--- config.mk ---
export PLATFORM = sky130hd
export DESIGN_NAME = aes_block_ctrl
export DESIGN_NICKNAME = d
export VERILOG_FILES = /design/src/rtl/aes_block_ctrl_pkg.sv /design/src/rtl/aes_word_unpacker.sv /design/src/rtl/aes_block_ctrl.sv
export SDC_FILE = /design/constraint.sdc
export NUM_CORES = 1
export LEC_CHECK = 0
export ABC_AREA = 1
export CAP_MARGIN = 30
export CELL_PAD_IN_SITES_DETAIL_PLACEMENT = 1
export CELL_PAD_IN_SITES_GLOBAL_PLACEMENT = 2
export CORE_MARGIN = 2
export CORE_UTILIZATION = 26
export DETAILED_ROUTE_END_ITERATION = 8
export PLACE_DENSITY_LB_ADDON = 0.1
export SLEW_MARGIN = 20
export SYNTH_ARGS = -nofsm -noshare
export SYNTH_HDL_FRONTEND = slang
export SYNTH_SLANG_ARGS = --single-unit
--- constraint.sdc ---
create_clock -name clk_i -period 2.4 [get_ports clk_i]
set_input_delay 0.24 -clock clk_i [delete_from_list [all_inputs] [get_ports clk_i]]
set_output_delay 0.24 -clock clk_i [all_outputs]
set_load 0.02 [all_outputs]
--- src/rtl/aes_block_ctrl_pkg.sv ---
// Shared types and constants for the AES block sequencer.
package aes_block_ctrl_pkg;

  typedef enum logic [1:0] {IDLE, LOAD, ROUND, STORE} aes_ctrl_state_e;

  localparam int unsigned AES_NR_128        = 10;
  localparam int unsigned AES_NR_192        = 12;
  localparam int unsigned AES_NR_256        = 14;
  localparam int unsigned AES_WORDS_PER_BLK = 4;
  localparam int unsigned AES_WORD_W        = 32;
  localparam int unsigned AES_BLK_W         = AES_WORD_W * AES_WORDS_PER_BLK;

  // Bit offset of word slot 0..3 inside a block; slot 0 is the MSW.
  function automatic logic [6:0] word_lsb(input logic [1:0] slot);
    return {~slot, 5'b0};
  endfunction

endpackage

--- src/rtl/aes_word_unpacker.sv ---
// Holds one 128-bit result and serializes it MSW first over a valid/ready port.
module aes_word_unpacker
  import aes_block_ctrl_pkg::*;
(
  input  logic                  clk_i,
  input  logic                  rst_ni,
  input  logic                  clear_i,
  input  logic                  load_i,
  input  logic [AES_BLK_W-1:0]  data_i,
  output logic                  valid_o,
  input  logic                  ready_i,
  output logic [AES_WORD_W-1:0] data_o,
  output logic                  last_o
);

  logic [AES_BLK_W-1:0] obuf_q;
  logic [1:0]           cnt_q;
  logic                 vld_q;
  logic                 hs;

  assign hs      = vld_q && ready_i;
  assign last_o  = hs && (cnt_q == 2'd3);
  assign valid_o = vld_q;
  assign data_o  = obuf_q[AES_BLK_W-1 -: AES_WORD_W];

  always_ff @(posedge clk_i or negedge rst_ni) begin
    if (!rst_ni) begin
      obuf_q <= '0;
      cnt_q  <= '0;
      vld_q  <= 1'b0;
    end else if (clear_i) begin
      cnt_q <= '0;
      vld_q <= 1'b0;
    end else if (load_i) begin
      obuf_q <= data_i;
      cnt_q  <= '0;
      vld_q  <= 1'b1;
    end else if (hs) begin
      // Shift so the next word always sits at the output slice.
      obuf_q <= {obuf_q[AES_BLK_W-AES_WORD_W-1:0], {AES_WORD_W{1'b0}}};
      cnt_q  <= cnt_q + 2'd1;
      if (cnt_q == 2'd3) vld_q <= 1'b0;
    end
  end

endmodule

--- src/rtl/aes_block_ctrl.sv ---
// Sequencer for the AES round datapath: packs input words, steps rounds 0..NR, unpacks results.
module aes_block_ctrl
  import aes_block_ctrl_pkg::*;
#(
  parameter int unsigned NR    = AES_NR_128,
  parameter int unsigned CNT_W = 16
) (
  input  logic             clk_i,
  input  logic             rst_ni,
  input  logic             start_i,
  input  logic             clear_i,
  input  logic [CNT_W-1:0] nb_blocks_i,
  input  logic             in_valid_i,
  output logic             in_ready_o,
  input  logic [31:0]      in_data_i,
  output logic             dp_load_o,
  output logic [127:0]     dp_state_o,
  output logic             dp_round_en_o,
  output logic [3:0]       dp_round_idx_o,
  output logic             dp_final_o,
  input  logic             dp_ack_i,
  input  logic [127:0]     dp_state_i,
  output logic             out_valid_o,
  input  logic             out_ready_i,
  output logic [31:0]      out_data_o,
  output logic [3:0]       out_strb_o,
  output logic             busy_o,
  output logic             done_o,
  output logic [CNT_W-1:0] blk_cnt_o
);

  localparam logic [3:0] LAST_RND = 4'(NR);

  aes_ctrl_state_e  state_q, state_d;
  logic [1:0]       word_cnt_q;
  logic [3:0]       rnd_q;
  logic [CNT_W-1:0] nb_q, blk_cnt_q, blk_cnt_nxt;
  logic [127:0]     blk_q;
  logic             load_q, done_q, zdone_q;
  logic             start_ok, in_hs, last_word, rnd_step, rnd_done, unpk_last;

  // zdone_q marks the zero-block done cycle, which still counts as busy.
  assign start_ok    = start_i && !clear_i && (state_q == IDLE) && !zdone_q;
  assign in_ready_o  = (state_q == LOAD) && !clear_i;
  assign in_hs       = in_valid_i && in_ready_o;
  assign last_word   = in_hs && (word_cnt_q == 2'd3);
  assign rnd_step    = dp_round_en_o && dp_ack_i && !clear_i;
  assign rnd_done    = rnd_step && (rnd_q == LAST_RND);
  assign blk_cnt_nxt = blk_cnt_q + CNT_W'(1);

  assign dp_round_en_o  = (state_q == ROUND);
  assign dp_round_idx_o = rnd_q;
  assign dp_final_o     = dp_round_en_o && (rnd_q == LAST_RND);
  assign dp_load_o      = load_q;
  assign dp_state_o     = blk_q;
  assign out_strb_o     = 4'hF;
  assign busy_o         = (state_q != IDLE) || zdone_q;
  assign done_o         = done_q;
  assign blk_cnt_o      = blk_cnt_q;

  always_ff @(posedge clk_i or negedge rst_ni) begin
    if (!rst_ni) state_q <= IDLE;
    else         state_q <= state_d;
  end

  always_comb begin
    state_d = state_q;
    if (clear_i) begin
      state_d = IDLE;
    end else begin
      case (state_q)
        IDLE:    if (start_ok && (nb_blocks_i != '0)) state_d = LOAD;
        LOAD:    if (last_word) state_d = ROUND;
        ROUND:   if (rnd_done) state_d = STORE;
        STORE:   if (unpk_last) state_d = (blk_cnt_nxt == nb_q) ? IDLE : LOAD;
        default: state_d = IDLE;
      endcase
    end
  end

  always_ff @(posedge clk_i or negedge rst_ni) begin
    if (!rst_ni) begin
      word_cnt_q <= '0;
      rnd_q      <= '0;
      nb_q       <= '0;
      blk_cnt_q  <= '0;
      blk_q      <= '0;
      load_q     <= 1'b0;
      done_q     <= 1'b0;
      zdone_q    <= 1'b0;
    end else begin
      load_q  <= last_word;
      done_q  <= 1'b0;
      zdone_q <= 1'b0;
      if (clear_i) begin
        word_cnt_q <= '0;
        rnd_q      <= '0;
        nb_q       <= '0;
        blk_cnt_q  <= '0;
      end else begin
        if (start_ok) begin
          nb_q       <= nb_blocks_i;
          blk_cnt_q  <= '0;
          word_cnt_q <= '0;
          if (nb_blocks_i == '0) begin
            done_q  <= 1'b1;
            zdone_q <= 1'b1;
          end
        end
        if (in_hs) begin
          blk_q[word_lsb(word_cnt_q) +: 32] <= in_data_i;
          word_cnt_q <= word_cnt_q + 2'd1;
        end
        if (last_word)                          rnd_q <= '0;
        else if (rnd_step && rnd_q != LAST_RND) rnd_q <= rnd_q + 4'd1;
        if ((state_q == STORE) && unpk_last) begin
          blk_cnt_q <= blk_cnt_nxt;
          if (blk_cnt_nxt == nb_q) done_q <= 1'b1;
        end
      end
    end
  end

  aes_word_unpacker u_unpk (
    .clk_i   (clk_i),
    .rst_ni  (rst_ni),
    .clear_i (clear_i),
    .load_i  (rnd_done),
    .data_i  (dp_state_i),
    .valid_o (out_valid_o),
    .ready_i (out_ready_i),
    .data_o  (out_data_o),
    .last_o  (unpk_last)
  );

endmodule
======== Word-level counts from Yosys, hierarchy flattened ========
Index checks and enable logic that the tools add are counted.
word-level totals
  register bits after elaboration ......... 302
  bits in latches ......................... 0
  memory bits (writable) .................. 0
  bits in read-only memories .............. 0
  input port bits ......................... 183
  output and inout port bits .............. 191
  word-level logic and storage cells ...... 100
  memories kept ........................... 0
cells by class
  $add $sub $neg .......................... 5
  $mul .................................... 0
  divide/modulo/power cells ............... 0
  $lt $le $gt $ge ......................... 0
  equality and inequality tests ........... 12
  shift-type cells ........................ 2
  mux-type cells .......................... 34
  bitwise operators ....................... 2
  reduce and logical (&&, ||, !) cells .... 33
operators with widths
  cell                                                     number
  2-to-1 mux 128 bit                                       2
  bitwise mux 128 bit                                      1
  variable shift 32 x 9 -> 128 bit (first input constant)  1
  indexed part select 32 x 9 -> 128 bit                    1
  2-to-1 mux 16 bit                                        5
  2-to-1 mux 2 bit                                         11
  adder 16 x 1 -> 16 bit (second input constant)           1
  equality test 16 bit                                     1
  zero test 16 bit                                         1
  nonzero test 16 bit                                      1
  logical AND 1 bit                                        15
  nonzero test 3 bit                                       5
  2-to-1 mux 4 bit                                         3
  2-to-1 mux 1 bit                                         11
  negator 7 -> 9 bit                                       1
  equality test 2 bit (second input constant)              4
  case mux 2 bit (4 select lines)                          1
  inequality test 3 x 2 -> 1 bit (second input constant)   2
  inequality test 3 bit (second input constant)            2
  AND reduction 2 bit                                      3
  nonzero test 2 bit                                       3
  adder 2 x 1 -> 2 bit (second input constant)             2
  adder 4 x 1 -> 4 bit (second input constant)             1
  equality test 4 bit (second input constant)              1
  other kinds (8)                                          9

======== Longest topological paths before layout ========
  depth in word-level cells ............... 8
  depth in mapped cells ................... 17
  mapped depth without buffers ............ 17

======== Cells and area by module ========
Synthesis repeated with hierarchy kept, for this count alone.
unflattened totals
  cell total of the unflattened synthesis .. 1,873
  area total of the unflattened synthesis .. 14,888.0 um^2
by module, submodules not included
  module             instances  cells each  area each (um^2)  seq. area each (um^2)
  aes_block_ctrl     1          955         8,180.3           4,279.1
  aes_word_unpacker  1          918         6,707.7           3,278.1

======== Worst setup path after synthesis ========
OpenSTA, ideal clock, no wires.
  kind .................................... register -> register
  start ................................... register word_cnt_q[0]
  end ..................................... register blk_q[88], in the netlist dp_state_o[88]
  arrival ................................. 2,216 ps
  slack ................................... 118 ps
  stages on the path, launching flop included .. 11
  path through ............................ dfrtp_1 clkbuf_1 clkbuf_1 inv_1 ha_1 clkbuf_1 inv_1 nor2_1 clkbuf_1 nand4_1 nand2_1
between the ends
  cells in the longest elaborated chain, start to end .. 4
  elaborated cells between the ends (all ways) .. 5
RTL lines
  item                                                                                       RTL line                  text
  start: declaration                                                                         aes_block_ctrl.sv:35      logic [1:0] word_cnt_q;
  start signal: assignment                                                                   aes_block_ctrl.sv:112     word_cnt_q <= word_cnt_q + 2'd1;
  inverter 2 bit *                                                                           aes_block_ctrl_pkg.sv:15  return {~slot, 5'b0};
  negator 7 -> 9 bit *                                                                       aes_block_ctrl.sv:111     blk_q[word_lsb(word_cnt_q) +: 32] <= in_data_i;
  indexed part select 32 x 9 -> 128 bit or variable shift 32 x 9 -> 128 bit (tied branches)  aes_block_ctrl.sv:111
  bitwise mux 128 bit *                                                                      aes_block_ctrl.sv:111
  end signal: indexed assignment                                                             aes_block_ctrl.sv:111
  end: declaration                                                                           aes_block_ctrl.sv:38      logic [127:0] blk_q;
Mark *: on every way between the ends. The rest lies on a longest branch, timed or not.
A chain may end at the register's enable or synchronous reset.

======== Worst setup path in the final report ========
  start ................................... register state_q[0]
  end ..................................... output dp_round_en_o
between the ends
  cells in the longest elaborated chain, start to end .. 1
RTL lines
  item                      RTL line              text
  start: declaration        aes_block_ctrl.sv:34  aes_ctrl_state_e state_q, state_d;
  start signal: assignment  aes_block_ctrl.sv:63  else state_q <= state_d;
  equality test 2 bit       aes_block_ctrl.sv:51  assign dp_round_en_o = (state_q == ROUND);
  end: declaration          aes_block_ctrl.sv:18  output logic dp_round_en_o,
No other way between the ends.

==> flow_metrics.tcl <==
set metrics [dict create \
    worst_slew_pin_slew_ps 634 \
    ant_nets 0 \
    yosys_warnings 0 \
    cellPowerDensity_nw_per_um2 734 \
    hold_violations 0 \
    wl_met3_um 3630 \
    critPathBufInv 2 \
    gp_congestion 0.779 \
    p_total_mw 14.4 \
    numClockSinks 302 \
    worst-endpoint-required_ps 2160 \
    synthesis.area_sq_um 14000 \
    fmax_ghz 0.445 \
    firstDrtPassIters 5 \
    wirelength_um 54600 \
    cp-start-kind "flip-flop" \
    cp.arrival_ps 2010 \
    slew_viol_final 0 \
    wl_met2_um 24700 \
    syn2layout_area_growth_pct 39.5 \
    drv_cap 0 \
    worst_path_dominant_cell_family "buffers and inverters" \
    fin_tns_setup_ps 0 \
    grt_pass1_vias 13700 \
    syn_area_per_cell_sq_um 8.62 \
    via_per_inst 4.84 \
    dpl.hpwl_um 37400 \
    p_leak_nw 8.80 \
    path_cells "inv_1 > ha_1 > clkdlybuf4s50_1" \
    synthArstFlopShare_pct 100 \
    antenna_found_initial 9 \
    synthCells 1630 \
    row_count 85 \
    drt_iter0_drc 672 \
    drc 0 \
    dieArea_sq_um 55900 \
    place_inst 2586 \
    fin_area_sq_um 19600 \
    finalCritPeriodShare_pct 93.7 \
    cts_buffer_depth 3 \
    routedWlPerCell_um 20.5 \
    ir_drop_mv 0.501 \
    track_usage_pct 19.5 \
    clk_transition_reported_paths_ps 50 \
    fin_crit_ps 2250 \
    htreeDepth 2 \
    core_sq_um 53600 \
    initial_core_util_pct 26.2 \
    routed-via-count 12900 \
    outcome "finished clean" \
    nets 2128 \
    stdcell_count 2658 \
    portBuffers 369 \
    yosysUniqueCellTypes 36 \
    overflow 0 \
    finalClockSkew_ps 14.9 \
    critPathCaptureType "primary output" \
    ios 374 \
    fp.dieW_um 236 \
    ys_seq_area_share_pct 53.8 \
    placed_area_sq_um 18300 \
    post_route_cells_drive_above_1_share_pct 6.63 \
    synth-seq-cells 302 \
    worst_path_max_delay_cell "clkdlybuf4s50_1" \
    cts_root_buf "clkbuf_16" \
    synth_ff_type "dfrtp_1" \
    utilization_pct 36.5 \
    cts_buffers 39 \
    cts_tree "built" \
    wl_met1_um 25100 \
    min_path_type "primary input to async pin" \
    rsz0062_at_grt "false" \
    grt_max_degree 129 \
    top_layer_used "met5" \
    max_stage_delay_ps 660 \
    die_y_um 236 \
    crit_fanout 5 \
    critPathKind "flip-flop to primary output" \
    max_slew_margin_pct 57.8 \
    setup_violations 0 \
    grt_pass1_wl_um 85300 \
    clk-insertion-delay-late_ps 550 \
    synth_edf_count 0 \
]
## path summary, 6_finish.rpt
path | from | to | slack, ps | cells past startpoint
min in group clk_i | dp_state_i[17] | u_unpk.obuf_q[17] | 230 | 3
worst max register to register | state_q[0] | u_unpk.obuf_q[73] | 250 | 9
worst max-delay path | state_q[0] | dp_round_en_o | 150 | 3
worst min-delay path | rst_ni | nb_q[6] | 210 | 2
max in group asynchronous | rst_ni | dp_state_o[91] | 1340 | 3
worst min register to register | u_unpk.obuf_q[0] | u_unpk.obuf_q[0] | 470 | 2
## flip-flops by register name, summed over array words and instances, names as in the netlist
signal          cells
blk_cnt_o          16
done_o              1
dp_load_o           1
dp_round_idx_o      4
dp_state_o        128
nb_q               16
state_q             2
u_unpk.cnt_q        2
u_unpk.obuf_q     128
u_unpk.valid_o      1
word_cnt_q          2
zdone_q             1
## synthesized netlist by cell type, types with 11 or more instances
library cell | count | area [sq um]
a22o_1 | 11 | 96.3
buf_2 | 35 | 175
buf_4 | 38 | 285
clkbuf_1 | 79 | 297
dfrtp_1 | 302 | 7560
ha_1 | 13 | 163
inv_1 | 61 | 229
nand2_1 | 375 | 1410
nand3_1 | 46 | 230
nand4_1 | 80 | 500
nor2_1 | 134 | 503
o21ai_0 | 332 | 1660
o21ai_1 | 15 | 75.1
o31ai_1 | 29 | 218
o41ai_1 | 29 | 254
## layer usage
layer	global-route usage (%)	up-vias
li1	-	6126
met1	26.5	6350
met2	30.1	293
met3	5.72	74
met4	5.22	12
met5	0	-
## cells by family (layout without fill, tap and decap cells)
| group | after synthesis | in the layout | synth area share (%) |
|---|---|---|---|
| fa+ha+maj | 13 | 13 | 1.16 |
| xor+xnor | 6 | 6 | 0.570 |
| compound gates | 429 | 429 | 17.0 |
| simple gates | 659 | 659 | 20.2 |
| flops | 302 | 302 | 53.8 |
| other cells | 1 | 6 | 0.0267 |
| buf+inv | 220 | 547 | 7.26 |
## worst reg2reg max path, stage by stage, from the launching register on
cell and delay, ps:
dfrtp_1 430, inv_1 120, ha_1 250, nand3_2 150, nor2_4 150, a21oi_4 60
inv_2 70, buf_12 320, o21ai_0 340, o21ai_0 200
## stage by stage
step | hold slack [ps] | setup WS (ps)
finish | 206 | 151
floorplan | -55.6 | 118
global route | 221 | 17.6
CTS | 187 | 72.3
detailed placement | 191 | 137
global placement | 189 | 177
## layout by cell type (no fill, tap or decap), types with 11 or more instances in the layout
cell             count
o41ai_1             29
dfrtp_1            301
nand2_1            374
inv_1               61
o31ai_1             29
nand4_1             80
ha_1                13
nor2_1             128
clkbuf_8            11
nor2_2              11
nand3_1             46
clkbuf_16           40
a22o_1              11
o21ai_0            332
clkbuf_1            11
clkdlybuf4s50_1    365
buf_12              11
buf_4               30
o21ai_1             15
## repair_timing
item	CTS	global route
hold buffers	1	0
endpoints found under the hold margin	52	0
buffers inserted	0	0
resized for setup	4	0
endpoints found under the setup margin	3	0
## cell type report
type / count / area [sq um]
Antenna cell: 2 / 5.00
Clock buffer: 62 / 1190
Clock inverter: 7 / 50.0
Fill cell: 6207 / 34000
Inverter: 67 / 253
Multi-Input combinational cell: 1111 / 5510
Sequential cell: 302 / 7560
Tap cell: 696 / 871
Timing Repair Buffer: 411 / 4150
## where the power goes
| part | total, mW | internal (mW) | switching (mW) | leakage, nW |
|---|---|---|---|---|
| Combinational | 2.97 | 1.19 | 1.78 | 4.02 |
| Clock | 5.74 | 3.40 | 2.34 | 0.616 |
| Sequential | 5.67 | 5.44 | 0.228 | 4.17 |
No activity file was read; power rests on OpenSTA's default activity.
